**src/rtl/alu_sched.sv**
```systemverilog
// -----------------------------------------------------------------------------
// alu_sched
//   Shared-ALU scheduler. Up to NREQ requesters compete for one
//   add/subtract/compare datapath. Only one operation is in flight at a time.
//   Each operation takes three cycles: accept (IDLE), execute (EXEC) and
//   respond (RESP).
//
//   Handshake rule (request and response sides): a transfer happens on a
//   rising clk edge where valid and ready are both high. A producer holds
//   valid and payload stable until that edge. A requester may drop
//   req_valid before it is granted; this withdraws the request.
//
//   Build option: define ALU_SCHED_RR_EN for round-robin arbitration.
//   If it is not defined, the arbiter uses fixed priority (lowest index
//   wins) and no pointer is built.
//
// Ports
//   clk, rst_n        clock, asynchronous active-low reset
//   req_valid[NREQ]   per-requester request valid
//   req_ready[NREQ]   one-hot grant / accept strobe (IDLE only)
//   req_op[2*NREQ]    opcode: 00 ADD, 01 ADC, 10 SUB, 11 CMP
//   req_cin[NREQ]     carry-in, used by ADC only
//   req_a/req_b       operands, requester i at [i*WIDTH +: WIDTH]
//   rsp_valid         result valid (RESP state)
//   rsp_ready         consumer accepts result
//   rsp_id            index of the requester that owns the result
//   rsp_y             sum/difference, 0 for CMP
//   rsp_flags         {cout, eq, lt, gt}, unsigned a vs b
//   dbg_state         FSM state: 0 IDLE, 1 EXEC, 2 RESP
// -----------------------------------------------------------------------------
module alu_sched #(
  parameter int WIDTH = 8,
  parameter int NREQ  = 4,
  localparam int IDW  = (NREQ > 1) ? $clog2(NREQ) : 1
) (
  input  logic                    clk,
  input  logic                    rst_n,
  input  logic [NREQ-1:0]         req_valid,
  output logic [NREQ-1:0]         req_ready,
  input  logic [2*NREQ-1:0]       req_op,
  input  logic [NREQ-1:0]         req_cin,
  input  logic [WIDTH*NREQ-1:0]   req_a,
  input  logic [WIDTH*NREQ-1:0]   req_b,
  output logic                    rsp_valid,
  input  logic                    rsp_ready,
  output logic [IDW-1:0]          rsp_id,
  output logic [WIDTH-1:0]        rsp_y,
  output logic [3:0]              rsp_flags,
  output logic [1:0]              dbg_state
);

  typedef enum logic [1:0] {
    S_IDLE = 2'd0,
    S_EXEC = 2'd1,
    S_RESP = 2'd2
  } state_t;

  localparam logic [1:0] OP_ADD = 2'b00;
  localparam logic [1:0] OP_ADC = 2'b01;
  localparam logic [1:0] OP_SUB = 2'b10;

  state_t           state_q, state_d;
  logic [1:0]       op_q, op_d;
  logic [WIDTH-1:0] a_q, a_d, b_q, b_d;
  logic             cin_q, cin_d;
  logic [IDW-1:0]   id_q, id_d;
  logic [IDW-1:0]   rsp_id_q, rsp_id_d;
  logic [WIDTH-1:0] rsp_y_q, rsp_y_d;
  logic [3:0]       rsp_flags_q, rsp_flags_d;

  logic             gnt_found;
  logic [IDW-1:0]   gnt_id;
  logic             accept;
  int               idx;

`ifdef ALU_SCHED_RR_EN
  logic [IDW-1:0]   ptr_q, ptr_d;
`endif

  // Arbiter. The search order starts at the round-robin pointer, or at
  // index 0 when the arbiter is fixed priority.
  always_comb begin
    gnt_found = 1'b0;
    gnt_id    = '0;
    idx       = 0;
    for (int k = 0; k < NREQ; k++) begin
`ifdef ALU_SCHED_RR_EN
      idx = int'(ptr_q) + k;
      if (idx >= NREQ) idx = idx - NREQ;
`else
      idx = k;
`endif
      if (!gnt_found && req_valid[idx]) begin
        gnt_found = 1'b1;
        gnt_id    = IDW'(idx);
      end
    end
  end

  // Gating with rst_n keeps req_ready low for the whole time reset is held.
  assign accept = (state_q == S_IDLE) && gnt_found && rst_n;

  // ALU result, computed from the operands that were latched at accept.
  logic [WIDTH:0]   sum_ext;
  logic [WIDTH-1:0] alu_y;
  logic             alu_cout;

  always_comb begin
    sum_ext  = {1'b0, a_q} + {1'b0, b_q} +
               {{WIDTH{1'b0}}, (op_q == OP_ADC) & cin_q};
    alu_y    = '0;
    alu_cout = 1'b0;
    case (op_q)
      OP_ADD, OP_ADC: begin
        alu_y    = sum_ext[WIDTH-1:0];
        alu_cout = sum_ext[WIDTH];
      end
      OP_SUB: begin
        alu_y    = a_q - b_q;
        alu_cout = (a_q >= b_q);     // no-borrow convention
      end
      default: begin                 // CMP: flags only
        alu_y    = '0;
        alu_cout = 1'b0;
      end
    endcase
  end

  // Next-state logic
  always_comb begin
    state_d = state_q;
    case (state_q)
      S_IDLE:  if (accept)    state_d = S_EXEC;
      S_EXEC:                 state_d = S_RESP;
      S_RESP:  if (rsp_ready) state_d = S_IDLE;
      default:                state_d = S_IDLE;
    endcase
  end

  // Datapath and pointer next values
  always_comb begin
    op_d        = op_q;
    a_d         = a_q;
    b_d         = b_q;
    cin_d       = cin_q;
    id_d        = id_q;
    rsp_id_d    = rsp_id_q;
    rsp_y_d     = rsp_y_q;
    rsp_flags_d = rsp_flags_q;
`ifdef ALU_SCHED_RR_EN
    ptr_d       = ptr_q;
`endif
    if (accept) begin
      op_d  = req_op[int'(gnt_id)*2 +: 2];
      a_d   = req_a[int'(gnt_id)*WIDTH +: WIDTH];
      b_d   = req_b[int'(gnt_id)*WIDTH +: WIDTH];
      cin_d = req_cin[gnt_id];
      id_d  = gnt_id;
`ifdef ALU_SCHED_RR_EN
      ptr_d = (gnt_id == IDW'(NREQ - 1)) ? '0 : gnt_id + 1'b1;
`endif
    end
    if (state_q == S_EXEC) begin
      rsp_id_d    = id_q;
      rsp_y_d     = alu_y;
      rsp_flags_d = {alu_cout, a_q == b_q, a_q < b_q, a_q > b_q};
    end
  end

  // State register
  always_ff @(posedge clk or negedge rst_n) begin
    if (!rst_n) begin
      state_q     <= S_IDLE;
      op_q        <= '0;
      a_q         <= '0;
      b_q         <= '0;
      cin_q       <= 1'b0;
      id_q        <= '0;
      rsp_id_q    <= '0;
      rsp_y_q     <= '0;
      rsp_flags_q <= '0;
`ifdef ALU_SCHED_RR_EN
      ptr_q       <= '0;
`endif
    end else begin
      state_q     <= state_d;
      op_q        <= op_d;
      a_q         <= a_d;
      b_q         <= b_d;
      cin_q       <= cin_d;
      id_q        <= id_d;
      rsp_id_q    <= rsp_id_d;
      rsp_y_q     <= rsp_y_d;
      rsp_flags_q <= rsp_flags_d;
`ifdef ALU_SCHED_RR_EN
      ptr_q       <= ptr_d;
`endif
    end
  end

  // Output logic
  always_comb begin
    req_ready = '0;
    if (accept) req_ready[gnt_id] = 1'b1;
    rsp_valid = (state_q == S_RESP);
    rsp_id    = rsp_id_q;
    rsp_y     = rsp_y_q;
    rsp_flags = rsp_flags_q;
    dbg_state = state_q;
  end

endmodule

```
**config.mk**
```make
export PLATFORM = sky130hd
export DESIGN_NAME = alu_sched
export DESIGN_NICKNAME = d
export VERILOG_FILES = /design/src/rtl/alu_sched.sv
export SDC_FILE = /design/constraint.sdc
export NUM_CORES = 1
export LEC_CHECK = 0
export ABC_AREA = 1
export CAP_MARGIN = 20
export CORE_MARGIN = 2
export CORE_UTILIZATION = 40
export CTS_CLUSTER_SIZE = 14
export DETAILED_ROUTE_END_ITERATION = 10
export PLACE_DENSITY = 0.72
export SLEW_MARGIN = 20
export SYNTH_ARGS = -nofsm -noshare
export SYNTH_HDL_FRONTEND = slang
export SYNTH_SLANG_ARGS = --single-unit
```
**constraint.sdc**
```tcl
create_clock -name clk -period 2.2 [get_ports clk]
set_input_delay 0.33 -clock clk [delete_from_list [all_inputs] [get_ports clk]]
set_output_delay 0.33 -clock clk [all_outputs]
set_load 0.02 [all_outputs]
```
Yosys cells after proc, flatten, opt, wreduce, memory -nomap -nowiden:

Index checks and enable logic that the tools add are counted.

* register bits after elaboration: 37
* bits in latches: 0
* RAM bits: 0
* ROM bits: 0
* input bits: 83
* output and inout bits: 21
* word-level logic and storage cells: 58
* memories kept: 0

* add/subtract/negate cells: 3
* multiply operators: 0
* divide/modulo/power cells: 0
* magnitude comparators: 5
* equality and inequality tests: 7
* shifts and indexed selects: 3
* multiplexer cells: 17
* bitwise logic cells: 1
* reduce and logical (&&, ||, !) cells: 13

Operator list (number)
* variable part select 32 x 6 -> 8 bit: 2
* case mux 8 bit (2 select lines): 1
* adder 8 x 8 -> 9 bit: 1
* adder 9 x 1 -> 9 bit: 1
* == test 8 bit: 1
* greater-or-equal comparator 8 bit: 1
* > comparator 8 bit: 1
* less-than comparator 8 bit: 1
* two-way mux 2 bit: 4
* variable part select 8 x 4 -> 2 bit: 1
* subtractor 8 bit: 1
* two-way mux 1 bit: 7
* logical AND 1 bit: 6
* case mux 2 bit (3 select lines): 1
* == test 2 x 1 -> 1 bit, second input constant: 2
* == test 2 bit, second input constant: 2
* logical NOT 2 bit: 2
* two-way mux 4 bit: 1
* logical NOT 1 bit: 3
* less-than comparator 2 x 3 -> 1 bit, second input constant: 1
* binary-select mux 1 bit (select 2 bit): 1
* demux 1 bit (select 2 bit): 1
* greater-or-equal comparator 2 x 1 -> 1 bit, second input constant: 1
* inequality test 2 x 1 -> 1 bit, second input constant: 1
* 5 further kinds: 5

Longest topological paths before layout:

* word-level depth: 15
* gate-level depth with buffers: 14
* gate-level depth less buffers: 14

Least setup slack after synthesis:

OpenSTA, ideal clock, no wires.

* path kind: flip-flop to output port
* from: register state_q[0] (netlist: dbg_state[0])
* to: output port req_ready[0]
* data arrival time: 1574 ps
* required time: 1870 ps
* path slack: 296 ps
* stages on the path, launching flop included: 7
* path buffers: 1
* cells stage by stage: dfrtp_1 -> inv_1 -> nand3_1 -> nor2_2 -> inv_1 -> buf_2 -> nor3_1

* longest elaborated chain between the ends: 4

RTL lines
* start: declaration: RTL line 62 `state_t state_q, state_d;`
* start signal: assignment: RTL line 186 `state_q <= state_d;`
* logical NOT 2 bit: RTL line 101 `assign accept = (state_q == S_IDLE) && gnt_found && rst_n;`
* logical AND 1 bit (2 in a row): RTL line 101
* two-way mux 4 bit: RTL line 204 `if (accept) req_ready[gnt_id] = 1'b1;`
* end: declaration: RTL line 39 `output logic [NREQ-1:0] req_ready,`

No other way between the ends.

Final worst setup path:

* from: input port req_valid[1]
* to: output port req_ready[3]

* longest elaborated chain between the ends: 13
* elaborated cells between the ends (all ways): 19
* those cells by class: order compare: 2; mux: 9; reduce/logical: 8

RTL lines
* start: declaration: RTL line 38 `input logic [NREQ-1:0] req_valid,`
* logical AND 1 bit (*): RTL line 93 `if (!gnt_found && req_valid[idx]) begin`
* two-way mux 1 bit: RTL line 93
* logical NOT 1 bit: RTL line 93
* logical AND 1 bit: RTL line 93
* two-way mux 1 bit: RTL line 93
* logical NOT 1 bit: RTL line 93
* logical AND 1 bit: RTL line 93
* two-way mux 2 bit: RTL line 93
* less-than comparator 2 x 3 -> 1 bit (implied by the code) or greater-or-equal comparator 2 x 1 -> 1 bit (tied branches): RTL line 204
* logical AND 1 bit (implied by the code): RTL line 204
* two-way mux 1 bit (implied by the code): RTL line 204
* demux 1 bit (select 2 bit): RTL line 204
* two-way mux 4 bit (*): RTL line 204

Mark *: on every way between the ends. The rest lies on a longest branch, timed or not.

==> results.yml <==
outcome:
  status: "finished, final reports clean"
worst_hold_path:
  hp-class: "primary input to asynchronous set/reset pin"
sta:
  setup_viol: 0
  fin_crit_ns: 2.14
  max-slew-margin-rel_pct: 69.9
  setup_ws_ns: 0.0596
  tns_ns: 0
  finalHoldViolCount: 0
  max_freq_ghz: 0.467
  skew_ns: 0.00203
  tightest_slew_ns: 0.452
  drv_slew: 0
  whs_ns: 0.139
  fin_crit_sh_pct: 97.3
  rsz0062_at_grt: "no"
finish:
  stdcell_count: 663
  final_common_cell: "nand2_1"
  final_cell_mix: "nand2_1 (162), clkdlybuf4s50_1 (100), inv_1 (77)"
  fill_cells: 722
  regArea_sq_um: 926
  area_growth_pct: 39.7
  fin_util_pct: 58.2
  antenna_cells: 0
  num-nets-final: 664
  final_area_sq_um: 4250
  multi_input_area_sq_um: 1690
  drive_above_1_share_pct: 6.74
die:
  ios: 104
  die_x_um: 91.2
  start_util_pct: 41.7
  dieArea_sq_um: 8310
  rows: 31
  die_h_um: 91.2
  core_sq_um: 7290
detailed_routing:
  drtPass1Iterations: 4
  via_per_inst: 4.62
  drtIter0Drc: 83
  drt_wl_total_um: 7530
  via_count: 3061
  wl_per_cell_um: 11.4
  final_antenna_net_count: 0
  drc: 0
global_routing:
  grt_pass1_vias: 2964
  grtUsageMet1_pct: 24.5
  grt_use_met2_pct: 31.2
  grt.met3_usage_pct: 4.81
  grt_overflow: 0
  grt_pass1_wl_um: 13000
  grt_usage_pct: 18.9
  grt.busiest_layer: "met2"
  grt_start_max_net_pins: 72
  antenna_found_initial: 0
job:
  drv_cap: 0
setup_path:
  worstSetupPathType: "primary input to output port"
  crit_slowest_cell: "clkdlybuf4s50_1"
  crit_path_end_kind: "output port"
  crit_path_frequent_cell: "clkdlybuf4s50_1"
  cp_max_fo: 3
  critPathLaunchType: "primary input"
  reg2reg_to: "rsp_y[6]"
  r2r_slack_ns: 0.23
  critPathMaxStageDelay_ns: 0.62
  crit_required_ns: 1.87
  r2r_start: "op_q[1]"
  critical_path_buf_inv_count: 2
  ff2ff_path_depth: 14
  cp_top_family: "buffers and inverters"
  path_cells: "clkdlybuf4s50_1, nor2_2, nand3b_2, nor2_1, clkdlybuf4s50_1"
  crit_arrival_ns: 1.81
yosys:
  netlist.area_leader.share_pct: 30.5
  synth_area_leaders: "dfrtp_1 (30%), nand2_1 (20%), inv_1 (9.5%)"
  syn_area_sq_um: 3040
  yosysWarnings: 0
  synth_area_leader_cell: "dfrtp_1"
  syn_inst: 462
  synth_cell_types: 32
  yosysSeqAreaShare_pct: 30.5
  syn_area_per_cell_sq_um: 6.58
  yosys_register_bits: 37
  syn_nets: 563
power:
  p_per_area_nw_per_um2: 1140
  vdd_drop_max_v: 0.000367
  cellLeakagePower_nw: 2.21
  total_power_mw: 4.85
clock_network:
  cts_tree: "done"
  cts.reportedPaths.clkPinSlew_ns: 0.07
  clock-sinks: 37
  clock-root-buffer: "clkbuf_8"
  insertion_delay_ns: 0.29
  h-tree-depth: 2
  numCtsBuffers: 5
  post-cts-setup-buffer-count: 0
  clock_path_buffers: 2
place:
  placed_cells: 655
  placed_area_sq_um: 4170
  dp_slack_ns: -0.0685
  port-buffer-count: 103
  gp_congestion: 0.856
  dp_hpwl_um: 6160
-- where the power goes --
group	total (mW)	switching (mW)	leakage (nW)	internal, mW
combinational	3.15	1.84	1.70	1.31
sequential	1.24	0.236	0.457	1.01
clock	0.455	0.236	0.0450	0.219
total	4.85	2.31	2.21	2.53
-- what timing repair did --
| item | 4_1_cts | 5_1_grt |
|---|---|---|
| gates resized for setup | 2 | 0 |
| setup endpoints to repair | 2 | 0 |
| hold buffers | 0 | 0 |
| endpoints found under the hold margin | 0 | 0 |
-- worst reg2reg max path, delay by kind of cell (launching register included) --
family	cells	cell delay [ns]
simple gates	10	0.72
buf+inv	2	0.14
fa+ha+maj	2	0.59
flops	1	0.39
-- kinds of logic (layout without fill, tap and decap cells) --
logic type	Yosys count	in the layout	synth area share, %
mux	1	1	0.370
flops	37	37	30.5
simple gates	215	215	28.8
fa+ha+maj	18	18	8.15
buf+inv	100	202	14.0
compound gates	91	91	18.2
-- worst max path at each step --
stage,end,from,depth (start not counted),slack [ns]
after floorplan,req_ready[0],dbg_state[0],6,0.30
after global placement,req_ready[0],req_valid[0],6,-0.06
after detailed placement,req_ready[2],req_valid[3],6,-0.07
after CTS,req_ready[3],req_valid[1],5,0.05
after global routing,req_ready[3],req_valid[1],5,0.02
final,req_ready[3],req_valid[1],5,0.06
-- synth_stat cells --
master / instances
nor4_1: 1
clkbuf_1: 3
nand3b_1: 3
buf_6: 1
dfrtp_1: 37
buf_8: 1
o211ai_1: 11
nor2_1: 20
nand3b_2: 1
nor2_2: 3
inv_1: 77
fa_1: 3
o21a_1: 1
o211ai_2: 8
or2_2: 1
o21ai_1: 5
or2_0: 1
nand2_4: 1
mux2_2: 1
o22ai_1: 1
nand3_1: 19
inv_2: 2
a31oi_1: 1
clkbuf_2: 1
ha_1: 15
o21ai_0: 27
a22o_1: 1
buf_2: 10
buf_4: 5
a21oi_1: 36
nor3_1: 3
nand2_1: 162
-- registers in the layout (all words and copies together), names as in the netlist --
signal,cells
rsp_id,2
op_q,2
dbg_state,2
rsp_flags,4
cin_q,1
rsp_y,8
a_q,8
b_q,8
id_q,2
-- cell type report --
cell class,instances,share of cell area [%]
tap,99,2.92
clock buffer,6,1.71
sequential,37,21.8
timing repair buffer,115,26.5
clock inverter,2,0.236
inverter,79,6.98
multi-input combinational,325,39.8
-- routing by layer --
| metal | wire length [um] | vias up |
|---|---|---|
| li1 | - | 1653 |
| met1 | 3550 | 1309 |
| met2 | 3320 | 91 |
| met3 | 547 | 8 |
| met4 | 114 | 0 |
| met5 | 0 | - |
No activity file was read; power rests on OpenSTA's default activity.
